### config.mk
export PLATFORM = sky130hd
export DESIGN_NAME = demux_1n_stream
export DESIGN_NICKNAME = d
export VERILOG_FILES = /design/src/rtl/demux_pkg.sv /design/src/rtl/demux_chan_reg.sv /design/src/rtl/demux_1n_stream.sv
export SDC_FILE = /design/constraint.sdc
export NUM_CORES = 1
export LEC_CHECK = 0
export ABC_AREA = 1
export CORE_MARGIN = 5
export CORE_UTILIZATION = 47
export DETAILED_ROUTE_END_ITERATION = 8
export PLACE_DENSITY = 0.8
export SYNTH_ARGS = -nofsm -noshare
export SYNTH_HDL_FRONTEND = slang
export SYNTH_SLANG_ARGS = --single-unit
### constraint.sdc
create_clock -name clk -period 1.55 [get_ports clk]
set_input_delay 0.31 -clock clk [delete_from_list [all_inputs] [get_ports clk]]
set_output_delay 0.31 -clock clk [all_outputs]
set_load 0.01 [all_outputs]
### src/rtl/demux_pkg.sv
// Shared defaults and helpers for the 1-to-N registered stream demux.
// No logic state lives here.
// Imported by the channel register and the demux top.
package demux_pkg;

    localparam int DEF_WIDTH    = 8;
    localparam int DEF_CHANNELS = 8;
    localparam int DEF_CNT_W    = 8;

    // Non-power-of-two channel counts leave select codes with no channel behind them.
    function automatic logic sel_in_range(input int sel, input int channels);
        return sel < channels;
    endfunction

endpackage

### src/rtl/demux_chan_reg.sv
// One-entry output register with a valid/ready handshake.
// Latency: 1 cycle from load to out_valid.
// Backpressure: holds the word while out_ready=0; can drain and refill in one cycle.
module demux_chan_reg #(
    parameter int WIDTH = 8
) (
    input  logic             clk,
    input  logic             rst_n,
    input  logic             load,
    input  logic [WIDTH-1:0] d,
    output logic             out_valid,
    input  logic             out_ready,
    output logic [WIDTH-1:0] out_data,
    output logic             can_accept
);

    assign can_accept = ~out_valid | out_ready;

    // Load beats drain, so a full register handed a new word stays valid.
    always_ff @(posedge clk or negedge rst_n) begin
        if (!rst_n) begin
            out_valid <= 1'b0;
            out_data  <= '0;
        end else if (load) begin
            out_valid <= 1'b1;
            out_data  <= d;
        end else if (out_ready) begin
            out_valid <= 1'b0;
        end
    end

endmodule

### src/rtl/demux_1n_stream.sv
// Routes one input stream to one of CHANNELS outputs, or broadcasts to all.
// Latency: 1 cycle; out-of-range selects are swallowed and counted.
// Backpressure: in_ready follows the target channel(s); a broadcast waits for every channel.
module demux_1n_stream
    import demux_pkg::*;
#(
    parameter int WIDTH    = DEF_WIDTH,
    parameter int CHANNELS = DEF_CHANNELS,
    parameter int SEL_W    = $clog2(CHANNELS),
    parameter int CNT_W    = DEF_CNT_W
) (
    input  logic                      clk,
    input  logic                      rst_n,
    input  logic                      in_valid,
    output logic                      in_ready,
    input  logic [WIDTH-1:0]          in_data,
    input  logic [SEL_W-1:0]          in_sel,
    input  logic                      in_bcast,
    output logic [CHANNELS-1:0]       out_valid,
    input  logic [CHANNELS-1:0]       out_ready,
    output logic [CHANNELS*WIDTH-1:0] out_data,
    output logic [CNT_W-1:0]          drop_cnt,
    output logic                      drop_pulse
);

    logic [CHANNELS-1:0] can_accept;
    logic [CHANNELS-1:0] load;
    logic                sel_ok;
    logic                xfer;
    logic                drop;

    assign sel_ok = sel_in_range(int'(in_sel), CHANNELS);
    assign xfer   = in_valid & in_ready;
    assign drop   = xfer & ~in_bcast & ~sel_ok;

    // A dropped word has nowhere to wait, so it is always accepted.
    always_comb begin
        in_ready = 1'b1;
        if (in_bcast) begin
            in_ready = &can_accept;
        end else if (sel_ok) begin
            in_ready = can_accept[in_sel];
        end
    end

    always_comb begin
        load = '0;
        if (xfer) begin
            if (in_bcast) begin
                load = '1;
            end else if (sel_ok) begin
                load[in_sel] = 1'b1;
            end
        end
    end

    for (genvar k = 0; k < CHANNELS; k++) begin : g_chan
        demux_chan_reg #(
            .WIDTH (WIDTH)
        ) u_chan (
            .clk        (clk),
            .rst_n      (rst_n),
            .load       (load[k]),
            .d          (in_data),
            .out_valid  (out_valid[k]),
            .out_ready  (out_ready[k]),
            .out_data   (out_data[k*WIDTH +: WIDTH]),
            .can_accept (can_accept[k])
        );
    end

    always_ff @(posedge clk or negedge rst_n) begin
        if (!rst_n) begin
            drop_cnt   <= '0;
            drop_pulse <= 1'b0;
        end else begin
            drop_pulse <= drop;
            if (drop && (drop_cnt != {CNT_W{1'b1}})) begin
                drop_cnt <= drop_cnt + CNT_W'(1);
            end
        end
    end

endmodule

-- After elaboration in Yosys (flattened, before gate mapping)
Index checks and enable logic that the tools add are counted.
- register bits after elaboration: 72
- input bits: 23
- output and inout bits: 82
- word-level logic and storage cells: 68
- magnitude comparators: 2
- mux-type cells: 23
- bitwise logic cells: 17
- reduce and logical (&&, ||, !) cells: 10
- operators by type and width (kind ; number):
    1-bit 2-to-1 mux ; 19
    8-bit 2-to-1 mux ; 2
    2-bit nonzero test ; 8
    1-bit inverter ; 8
    1-bit OR ; 8
    8-bit AND reduction ; 1
    3-bit by 4-bit < comparator with 1-bit output, second input constant ; 1
    1-bit binary-select mux with 3-bit select ; 1
    1-bit demux with 3-bit select ; 1
    3-bit by 1-bit >= comparator with 1-bit output, second input constant ; 1
    1-bit AND ; 1
    1-bit logical AND ; 1

-- Longest topological paths before layout
- depth in word-level cells: 8
- mapped depth: 12
- gate-level depth less buffers: 11

-- By module
From an unflattened synthesis, not the netlist that was laid out.
- cells, all modules: 369
- area total of the unflattened synthesis: 3091.7 sq um
- by module, submodules not included (module ; instances ; cells each ; area an instance (sq um) ; seq. area each (sq um)):
    demux_chan_reg ; 8 ; 38 ; 341.6 ; 225.2
    demux_1n_stream ; 1 ; 65 ; 359.1 ; 0.0

-- Worst setup path after synthesis
OpenSTA, ideal clock, no wires.
- path type: register to output
- start point: register g_chan[2].u_chan.out_valid
- end point: output port in_ready
- data arrival time: 1.098 ns
- data required time: 1.240 ns
- setup slack: 0.142 ns
- stages on the path, launching flop included: 7
- path buffers: 1
- cells stage by stage: dfrtp_1 -> inv_1 -> nor2_1 -> nor3_1 -> nand4_1 -> nand2_4 -> buf_4
- word-level cells in the longest chain between the ends: 5
- elaborated cells between the ends (all ways): 6
- classes of those cells: 3 x mux; 2 x bitwise; 1 x reduce/logical
- RTL lines (what ; RTL line ; source):
    start, declared ; demux_chan_reg.sv:11 ; output logic out_valid,
    start signal, assigned ; demux_chan_reg.sv:22 ; out_valid <= 1'b0;
    start signal, assigned ; demux_chan_reg.sv:25 ; out_valid <= 1'b1;
    start signal, assigned ; demux_chan_reg.sv:28 ; out_valid <= 1'b0;
    1-bit inverter (*) ; demux_chan_reg.sv:17 ; assign can_accept = ~out_valid | out_ready;
    1-bit OR (*) ; demux_chan_reg.sv:17 ;
    1-bit binary-select mux with 3-bit select ; demux_1n_stream.sv:42 ; in_ready = can_accept[in_sel];
    1-bit 2-to-1 mux (implied by the code) ; demux_1n_stream.sv:42 ;
    1-bit 2-to-1 mux (*) ; demux_1n_stream.sv:39 ; if (in_bcast) begin
    end, declared ; demux_1n_stream.sv:15 ; output logic in_ready,
Every way passes the cells marked *; elsewhere a longest branch is shown, timed or not. The select of a mux whose other input is x is not followed.

-- Worst setup path in the final report
- start point: input port out_ready[7]
- end point: register g_chan[6].u_chan.out_data[3]
- word-level cells in the longest chain between the ends: 6
- elaborated cells between the ends (all ways): 7
- classes of those cells: 4 x mux; 2 x bitwise; 1 x reduce/logical
- RTL lines (what ; RTL line ; source):
    start, declared ; demux_1n_stream.sv:20 ; input logic [CHANNELS-1:0] out_ready,
    1-bit OR (*) ; demux_chan_reg.sv:17 ;
    1-bit binary-select mux with 3-bit select ; demux_1n_stream.sv:42 ;
    1-bit 2-to-1 mux (implied by the code) ; demux_1n_stream.sv:42 ;
    1-bit 2-to-1 mux (*) ; demux_1n_stream.sv:39 ;
    1-bit AND (*) ; demux_1n_stream.sv:33 ; assign xfer = in_valid & in_ready;
    8-bit 2-to-1 mux (*) ; demux_1n_stream.sv:48 ; if (xfer) begin
    end signal, assigned ; demux_chan_reg.sv:23 ; out_data <= '0;
    end signal, assigned ; demux_chan_reg.sv:26 ; out_data <= d;
    end, declared ; demux_chan_reg.sv:13 ; output logic [WIDTH-1:0] out_data,
Marked as above.
A chain may end at the register's enable or synchronous reset.

==> qor.csv <==
metric;value;unit
run_status;finished with violations;
violations;negative hold slack, negative setup slack;
drt.antenna.violating_nets;0;
synth_largest_type_area_fraction;0.533;
post-route-min-period;1.86;ns
core-area;7140;µm²
insertedDiodeCount;0;
first_global_vias;3634;
global_route_wire_length_before_repair;19.1;mm
worst_setup_path_start_kind;primary input;
worstSetupPathDepth;13;
worstSetupPathType;in2reg;
yosysUniqueCellTypes;18;
num-fill-cells;480;
layout_worst_path_cycle_share;1.20;
synth_area_leaders;sky130_fd_sc_hd__dfrtp_1, sky130_fd_sc_hd__nand2_1, sky130_fd_sc_hd__nand4_1;
comb_power_share;0.380;
maxCapViolations;0;
design.die.area;8990;µm²
syn_to_final_growth;63.2;%
place_congestion;0.869;
critPathArrivalTime;2.10;ns
worst-slew-pin-transition;0.519;ns
die_width;94.8;µm
routed-via-count;3669;
path_cells;clkdlybuf4s50_1, nor2_2, nand2_1, nand2_2, nor2_4, nand3_2, nand2_4, buf_6, buf_6, buf_12, nand3_4, nand2_2, nand2_1;
rows;31;
totalWireLength;12.7;mm
critical_path.top_delay_family;simple AND/OR/NAND/NOR gates;
whs;-0.0111;ns
drtPass1Iterations;5;
power.sequential.fraction;0.390;
clk_latency;0.35;ns
syn_inst;389;
tritoncts;done;
netlist_area;3380;µm²
yosys_warnings;0;
crit_path_max_incr_delay;0.51;ns
powerDensity;1230;nW/µm²
final_critical_path_setup_slack;-0.311;ns
finalSetupViolCount;73;
finalMaxSlewViolations;0;
postLayoutCellArea;5520;µm²
yosysTopAreaCell;sky130_fd_sc_hd__dfrtp_1;
vdd_ir_drop_max;663;µV
total_switching_power;2.36;mW
fraction_of_layout_cells_with_a_size_suffix_above_1;0.314;
crit_path_end_kind;flip-flop;
clkSlewWorstSetupHoldPaths;0.07;ns
clock_tree.root_cell;sky130_fd_sc_hd__clkbuf_8;
portBuffers;95;
cts_max_path_buffers;2;
reg2regPathDepth;13;
final.setup_skew;0.00647;ns
io-pin-count;105;
initial_antenna_violation_count;0;
place.detailed.instances;595;
layoutNonFillerInstCount;646;
initialDrtViolationCount;366;
clock_sinks;72;
area_after_detailed_placement;4580;µm²
drc;0;
cellLeakagePower;2.97;nW
min-delay-path-class;in2async;
grt_setup_unrepaired;true;
htree_num_levels;3;
floorplan.die.height;94.8;µm
worst_path_max_delay_cell;sky130_fd_sc_hd__clkdlybuf4s50_1;
average_via_count_per_standard_cell;5.68;
finalSetupTns;-16.55;ns
sw_frac_of_total;0.347;
clockPowerShare;0.230;
cell_internal_pwr;4.43;mW
grt_start_max_net_pins;73;
initial_util;0.474;
drt-wirelength-per-cell;19.6;µm
fmax;537;MHz
yosysSeqAreaShare;0.533;
cp_num_buf_inv;4;
dp_hpwl;6.58;mm
critical_path.max_fanout;5;
syn_avg_cell_area;8.69;µm²
cts_made_buffers;9;
fin_nets;565;
global_route_usage_over_all_layers;0.281;
hold_viol_final;7;
overflow;0;
timing.critical_path.required;1.79;ns
worst_slew_slack_as_a_fraction_of_its_limit;0.654;
yosys_register_bits;72;
synthesized netlist by cell type:
cell type                  instances
sky130_fd_sc_hd__buf_4            23
sky130_fd_sc_hd__nor2_1           16
sky130_fd_sc_hd__inv_1            15
sky130_fd_sc_hd__inv_2             2
sky130_fd_sc_hd__nand3_2           5
sky130_fd_sc_hd__clkbuf_1         15
sky130_fd_sc_hd__conb_1            1
sky130_fd_sc_hd__o21ai_2           1
sky130_fd_sc_hd__nand2_4           1
sky130_fd_sc_hd__o21ai_0           2
sky130_fd_sc_hd__buf_12            1
sky130_fd_sc_hd__buf_2             1
sky130_fd_sc_hd__nand2_1         158
sky130_fd_sc_hd__nand4_1          65
sky130_fd_sc_hd__dfrtp_1          72
sky130_fd_sc_hd__nor3_1            1
sky130_fd_sc_hd__nand3_1           5
sky130_fd_sc_hd__nand3_4           5
flip-flops by register name, summed over array words and instances (netlist names):
register,flops
g_chan.u_chan.out_data,64
g_chan.u_chan.out_valid,8
cells by family (layout without fill, tap and decap cells):
kind of cell	Yosys count	count (layout)	share of synthesized area
and+or+nand+nor	256	264	0.366
DFF	72	72	0.533
buffers and inverters	57	199	0.0940
AOI/OAI and AO/OA	3	3	0.00555
other	1	9	0.00111
repair_timing:
item / CTS / global route
resized for setup: 132 / 63
cloned: 17 / 2
hold buffers: 0 / 0
pin swaps: 27 / 28
setup buffers: 14 / 5
setup endpoints to repair: 130 / 85
through the flow:
stage | setup slack [ns] | total power [mW] | utilization
floorplan | 0.142 | 3.53 | -
global placement | -0.758 | 4.75 | 0.641
detailed placement | -0.817 | 4.80 | 0.641
CTS | -0.186 | 6.59 | 0.750
global route | -0.362 | 7.09 | 0.773
finish | -0.311 | 6.79 | 0.773
placed cells by master, fill, tap and decap left out, types with 3 or more instances in the layout:
cell                              synthesis  layout
sky130_fd_sc_hd__buf_12                   1       7
sky130_fd_sc_hd__buf_16                   0       7
sky130_fd_sc_hd__buf_4                   23      48
sky130_fd_sc_hd__buf_6                    0       7
sky130_fd_sc_hd__clkbuf_8                 0      11
sky130_fd_sc_hd__clkdlybuf4s50_1          0      12
sky130_fd_sc_hd__conb_1                   1       9
sky130_fd_sc_hd__dfrtp_1                 72      72
sky130_fd_sc_hd__dlygate4sd2_1            0      65
sky130_fd_sc_hd__dlymetal6s2s_1           0      12
sky130_fd_sc_hd__inv_1                   15      11
sky130_fd_sc_hd__inv_2                    2       6
sky130_fd_sc_hd__nand2_1                158     117
sky130_fd_sc_hd__nand2_2                  0      41
sky130_fd_sc_hd__nand3_1                  5       4
sky130_fd_sc_hd__nand3_2                  5       3
sky130_fd_sc_hd__nand3_4                  5      16
sky130_fd_sc_hd__nand4_1                 65      65
sky130_fd_sc_hd__nor2_1                  16       5
sky130_fd_sc_hd__nor2_2                   0       8
sky130_fd_sc_hd__nor2_4                   0       3
path summary, 6_finish.rpt:
check,startpoint,to,slack [ns]
min reg2reg,g_chan[3].u_chan.out_data[3]$_DFFE_PN0P_,g_chan[3].u_chan.out_data[3]$_DFFE_PN0P_,0.47
max reg2reg,g_chan[3].u_chan.out_valid$_DFFE_PN0P_,g_chan[6].u_chan.out_data[3]$_DFFE_PN0P_,-0.29
min in group clk,out_ready[2],g_chan[2].u_chan.out_valid$_DFFE_PN0P_,0.38
min,rst_n,g_chan[5].u_chan.out_data[5]$_DFFE_PN0P_,-0.01
max in group asynchronous,rst_n,g_chan[1].u_chan.out_data[0]$_DFFE_PN0P_,1.26
max,out_ready[7],g_chan[6].u_chan.out_data[3]$_DFFE_PN0P_,-0.31
layer usage:
| metal | vias to the layer above | track usage | share of wire |
|---|---|---|---|
| met4 | 0 | 0.127 | 0.036 |
| met5 | - | 0 | 0 |
| met1 | 1763 | 0.371 | 0.39 |
| met2 | 255 | 0.423 | 0.48 |
| met3 | 47 | 0.0876 | 0.10 |
| li1 | 1604 | - | - |
worst register-to-register path, cell delays in order (launching register included):
cell and delay [ns]:
sky130_fd_sc_hd__dfrtp_1 0.39, sky130_fd_sc_hd__nand2_2 0.11, sky130_fd_sc_hd__inv_2 0.04, sky130_fd_sc_hd__nand3_2 0.06, sky130_fd_sc_hd__nand2_2 0.08, sky130_fd_sc_hd__nor2_4 0.15, sky130_fd_sc_hd__nand3_2 0.14, sky130_fd_sc_hd__nand2_4 0.11
sky130_fd_sc_hd__buf_6 0.12, sky130_fd_sc_hd__buf_6 0.12, sky130_fd_sc_hd__buf_12 0.14, sky130_fd_sc_hd__nand3_4 0.12, sky130_fd_sc_hd__nand2_2 0.13, sky130_fd_sc_hd__nand2_1 0.06
final cells by class:
type                            instances  area [µm²]  share of cell area
Timing Repair Buffer                  166        1710               0.310
Inverter                               17        63.8              0.0116
Tap cell                               99         124              0.0225
Clock inverter                          4        51.3             0.00930
Sequential cell                        72        1800               0.327
Clock buffer                           12         155              0.0281
Multi-Input combinational cell        276        1610               0.292
power groups by stage:
stage	Clock, mW	Sequential (mW)	Combinational (mW)
after detailed placement	0	2.63	2.17
after global placement	0	2.63	2.12
after CTS	1.55	2.60	2.45
after global routing	1.64	2.68	2.76
after floorplan	0	2.80	0.736
final	1.56	2.65	2.58
No activity file was read; power rests on OpenSTA's default activity.
==> RTL change 1: new RTL, config.mk and constraints unchanged <==
Change the package constant `DEF_WIDTH` from 8 to 12.
--- a/src/rtl/demux_pkg.sv
+++ b/src/rtl/demux_pkg.sv
@@ -4,5 +4,5 @@
 package demux_pkg;
 
-    localparam int DEF_WIDTH    = 8;
+    localparam int DEF_WIDTH    = 12;
     localparam int DEF_CHANNELS = 8;
     localparam int DEF_CNT_W    = 8;
Ports: changed (resized in_data and out_data); port bits go from 105 to 141. No check against the original RTL was run, so the function may have changed too.
==> RTL change 1 against the original RTL <==
- the run ends with negative setup slack left
- routed wire length up 18%
- worst setup slack better by 64 ps
- synthesized area up 42%
- clock skew up 12 ps
- maximum frequency up 3.6%
- critical path depth down 5
- final area up 23%
- total power up 26%
- sequential cell count up 32
- critical path type is now in2out
- highest routed layer unchanged
==> RTL change 1: results (changes against the original RTL) <==
finish:
  nNetsFinal: 729  # +29%
  reg_top3: "g_chan.u_chan.out_data: 96 flops, g_chan.u_chan.out_valid: 8 flops"
  drive_gt1_share_pct: 18.5  # -13 points
detailed_routing:
  vias_per_cell: 5.44  # -4.3%
  dr_wl_met2_microns: 7240  # +20%
  route.met3.wl_microns: 1350  # +6.3%
  vias: 4568  # +25%
  routed_wl_microns: 14900  # +18%
  drt_iter0_drc: 330  # -9.8%
  met1_length_microns: 6110  # +25%
worst_setup_path:
  worst_r2r_startpoint: "g_chan[6].u_chan.out_valid"
  endpoint_kind: "primary output"
  timing.rr.end: "g_chan[3].u_chan.out_data[5]"
  crit_arrival_ps: 1490  # -610 ps
  worstPathMaxFanout: 4  # -1
  reg2reg_depth: 12  # -1
global_route:
  grt_pass1_vias: 4357  # +20%
  grt_pass1_wl_microns: 23400  # +22%
  grt_max_degree: 40  # -45%
place:
  dpl.hpwl_microns: 9940  # +51%
  dp_cells: 810  # +36%
  pre_cts_slack_ps: -915  # -98.0 ps
  io_buffers: 131  # +38%
  place.gp.congestion: 0.872  # +0.36%
  postPlaceCellArea_sq_um: 6430  # +40%
outcome:
  status: "finished with violations"
  violations: "negative setup slack"
power:
  ir_drop_v: 0.000651  # -1.7%
worst_hold_path:
  hp-class: "in2reg"
timing:
  fin_tns_setup_ps: -16200  # +351 ps
  finalSetupViolCount: 105  # +44%
  fin_hold_ws_ps: 338  # +349 ps
  clock_skew_ps: 18.3  # +11.8 ps
  setup_slack_ps: -246  # +64.2 ps
logic_synthesis:
  synth.avg_cell_area_sq_um: 8.80  # +1.3%
  synth_commonest_cells: "213 x nand2_1, 104 x dfrtp_1, 97 x nand4_1, 26 x buf_4, 16 x clkbuf_1"
  synthDistinctLibCells: 24  # +6
clock_network:
  cts.reportedPaths.clkPinSlew_ps: 90  # +20 ps
## RTL change 1: layout make-up
type | instances | area (sq um)
fill | 776 | 3090
inverter | 17 | 63.8
clock inverter | 4 | 77.6
timing repair buffer | 202 | 1890
multi-input combinational | 368 | 1830
clock buffer | 12 | 145
sequential | 104 | 2600
tap | 133 | 166
## RTL change 1: layer usage
| metal | track usage [%] | vias to the layer above |
|---|---|---|
| li1 | - | 2096 |
| met2 | 38.6 | 249 |
| met5 | 0 | - |
| met4 | 6.40 | 0 |
| met1 | 32.3 | 2198 |
| met3 | 4.53 | 25 |
## RTL change 1: worst max-delay path, cell delays in order
cell	delay [ps]
clkdlybuf4s50_1	520
nor2_4	70
inv_1	80
nor2_1	40
nor2_1	130
nand3_2	110
nand2_4	110
buf_6	110
## RTL change 1: timing repair
item / in CTS / in global routing
setup endpoints to repair: 208 / 115
hold buffers: 1 / 0
pin swaps: 6 / 5
gates cloned: 4 / 2
buffers inserted: 2 / 5
resized for setup: 116 / 20
hold endpoints to repair: 30 / 0
## RTL change 1: worst max path at each step
stage,endpoint,slack (ps),startpoint,cells after the start
2_1_floorplan,in_ready,40,g_chan[7].u_chan.out_valid,7
3_3_place_gp,in_ready,-820,in_sel[1],8
3_5_place_dp,g_chan[7].u_chan.out_data[0],-920,in_sel[2],12
4_1_cts,in_ready,-240,g_chan[3].u_chan.out_valid,8
5_1_grt,in_ready,-330,g_chan[6].u_chan.out_valid,8
6_report,in_ready,-250,out_ready[6],8
## RTL change 1: power by group through the flow
stage	Sequential, mW	Clock, mW	Combinational, mW
CTS	3.78	1.87	2.84
floorplan	4.08	0	1.04
global route	3.86	1.97	3.14
detailed placement	3.84	0	3.17
global placement	3.83	0	3.09
finish	3.79	1.86	2.87
## RTL change 1: logic make-up (layout without fill, tap and decap cells)
logic type	Yosys count	in the layout	share of synthesized area, %
simple gates	352	356	35.1
flops	104	104	54.3
buf+inv	84	235	10.1
compound gates	3	3	0.392
other cells	1	9	0.0783
==> RTL change 2: new RTL, config.mk and constraints unchanged <==
Made on the original files. Reset style: synchronous (`rst_n`), changed in 2 clocked blocks.
--- a/src/rtl/demux_chan_reg.sv
+++ b/src/rtl/demux_chan_reg.sv
@@ -18,5 +18,5 @@
 
     // Load beats drain, so a full register handed a new word stays valid.
-    always_ff @(posedge clk or negedge rst_n) begin
+    always_ff @(posedge clk) begin
         if (!rst_n) begin
             out_valid <= 1'b0;
--- a/src/rtl/demux_1n_stream.sv
+++ b/src/rtl/demux_1n_stream.sv
@@ -70,5 +70,5 @@
     end
 
-    always_ff @(posedge clk or negedge rst_n) begin
+    always_ff @(posedge clk) begin
         if (!rst_n) begin
             drop_cnt   <= '0;
Check against the original RTL: differs if rst_n is asserted again (counterexample within 4 cycles, from zero or initial values and one cycle with rst_n low); with rst_n held inactive, the same outputs for 10 cycles.
==> RTL change 2 against the original RTL <==
- the run ends with negative setup slack left
- routed wire length decreased by 3.8%
- maximum frequency rose by 6.2%
- total power is 21% lower
- final area increased by 3.9%
- worst setup slack better by 110 ps
- sequential cell count unchanged
- synthesized area rose by 11%
- register-to-register slack improved by 140 ps
- combinational power fell by 43%
- critical endpoint is now in_ready
- highest routed layer unchanged
==> RTL change 2: results (changes against the original RTL) <==
place:
  dp_cells: 788  # +32%
  dpl.hpwl_microns: 7280  # +11%
  pre_cts_slack_ps: -845  # -27.3 ps
  place.gp.congestion: 0.809  # -6.9%
global_route:
  grt_pass1_wl_microns: 18400  # -3.8%
  grt_pass1_vias: 3834  # +5.5%
finish:
  drive_gt1_share_pct: 22.0  # -9.4 points
  multi_input_cells: 338  # +22%
  bufAreaShareNonClock_pct: 26.0  # -5.0 points
  multi_input_area_sq_um: 1850  # +15%
  nClkBuffers: 10  # -2
  sh_seq_area_pct: 25.2  # -7.4 points
  reg_top3: "g_chan.u_chan.out_data: 64 flops, g_chan.u_chan.out_valid: 8 flops"
  inv_count: 155  # +138
  clock_area_share_pct: 4.10  # +0.36 points
  n_all_buffers: 137  # -17%
  nNetsFinal: 736  # +30%
  fillCellCount: 584  # +22%
timing:
  relSlewSlack_pct: 63.6  # -1.8 points
  setup_slack_ps: -202  # +109 ps
  clock_skew_ps: 6.94  # +0.463 ps
  fin_tns_setup_ps: -8660  # +7900 ps
  finalSetupViolCount: 73  # unchanged
logic_synthesis:
  synth_area_leaders: "dfxtp_1 38%, inv_1 15%, nand2_1 15%, nand4_1 11%, nor2_1 7.8%"
  synth_async_sr_flop_share_pct: 0  # -100 points
  ys_seq_area_share_pct: 38.5  # -15 points
  synthDistinctLibCells: 20  # +2
  synth.avg_cell_area_sq_um: 6.38  # -27%
  synth-main-ff-cell: "dfxtp_1"
  synth_most_common_cell: "inv_1"
  synth_compound_area_share_pct: 1.20  # +0.65 points
clock_network:
  cts.reportedPaths.clkPinSlew_ps: 70  # about the same
worst_setup_path:
  worstPathMaxFanout: 3  # -2
  worst_r2r_startpoint: "g_chan[5].u_chan.out_valid"
  crit_arrival_ps: 1440  # -660 ps
power:
  ir_drop_v: 0.000549  # -17%
  power.leakage_nw: 3.44  # +15%
outcome:
  violations: "negative setup slack"
  status: "finished with violations"
detailed_routing:
  drt_iter0_drc: 268  # -27%
  wire_per_inst_microns: 14.9  # -24%
  routed_wl_microns: 12200  # -3.8%
==> RTL change 2: timing repair <==
item                                    CTS  global route
endpoints found under the hold margin     0             0
resized for setup                        88           102
pin swaps                                 8            47
cloned                                    7             4
buffers inserted                          7             0
endpoints found under the setup margin  111           107
==> RTL change 2: critical path, stage by stage <==
cell	delay, ps
clkdlybuf4s50_1	500
nor2_2	80
nand2_1	70
nand2_1	50
nor2_1	140
nand3_2	100
nand2_4	90
buf_6	110
==> RTL change 2: through the flow <==
stage	hold slack, ps	util (%)	area (sq um)
floorplan	488	-	3780
global placement	495	64.0	4970
detailed placement	501	64.0	4970
CTS	310	70.4	5470
global route	321	73.8	5730
finish	305	73.8	5730
==> RTL change 2: final timing paths <==
path	endpoint	slack [ps]	depth (start not counted)
setup / recovery	in_ready	-200	8
hold / removal	g_chan[1].u_chan.out_data[0]	300	3
setup reg to reg	g_chan[6].u_chan.out_data[5]	-150	13
hold reg to reg	g_chan[4].u_chan.out_data[2]	500	4
==> RTL change 2: per-layer routing <==
metal	vias up	track usage, %	share of wire [%]
li1	2002	-	-
met1	1910	28.0	38
met2	212	39.1	51
met3	24	6.03	9.1
met4	0	8.51	1.9
met5	-	0	0
==> RTL change 2: where the power goes <==
| group | internal (mW) | total (mW) | switching, mW |
|---|---|---|---|
| registers | 2.00 | 2.08 | 0.0803 |
| clock network | 1.06 | 1.80 | 0.739 |
| logic | 0.640 | 1.46 | 0.825 |
==> RTL change 2: cells by family after synthesis <==
| kind of cell | count (synthesis) |
|---|---|
| compound gates | 9 |
| simple gates | 312 |
| other cells | 1 |
| flops | 72 |
| buf+inv | 194 |
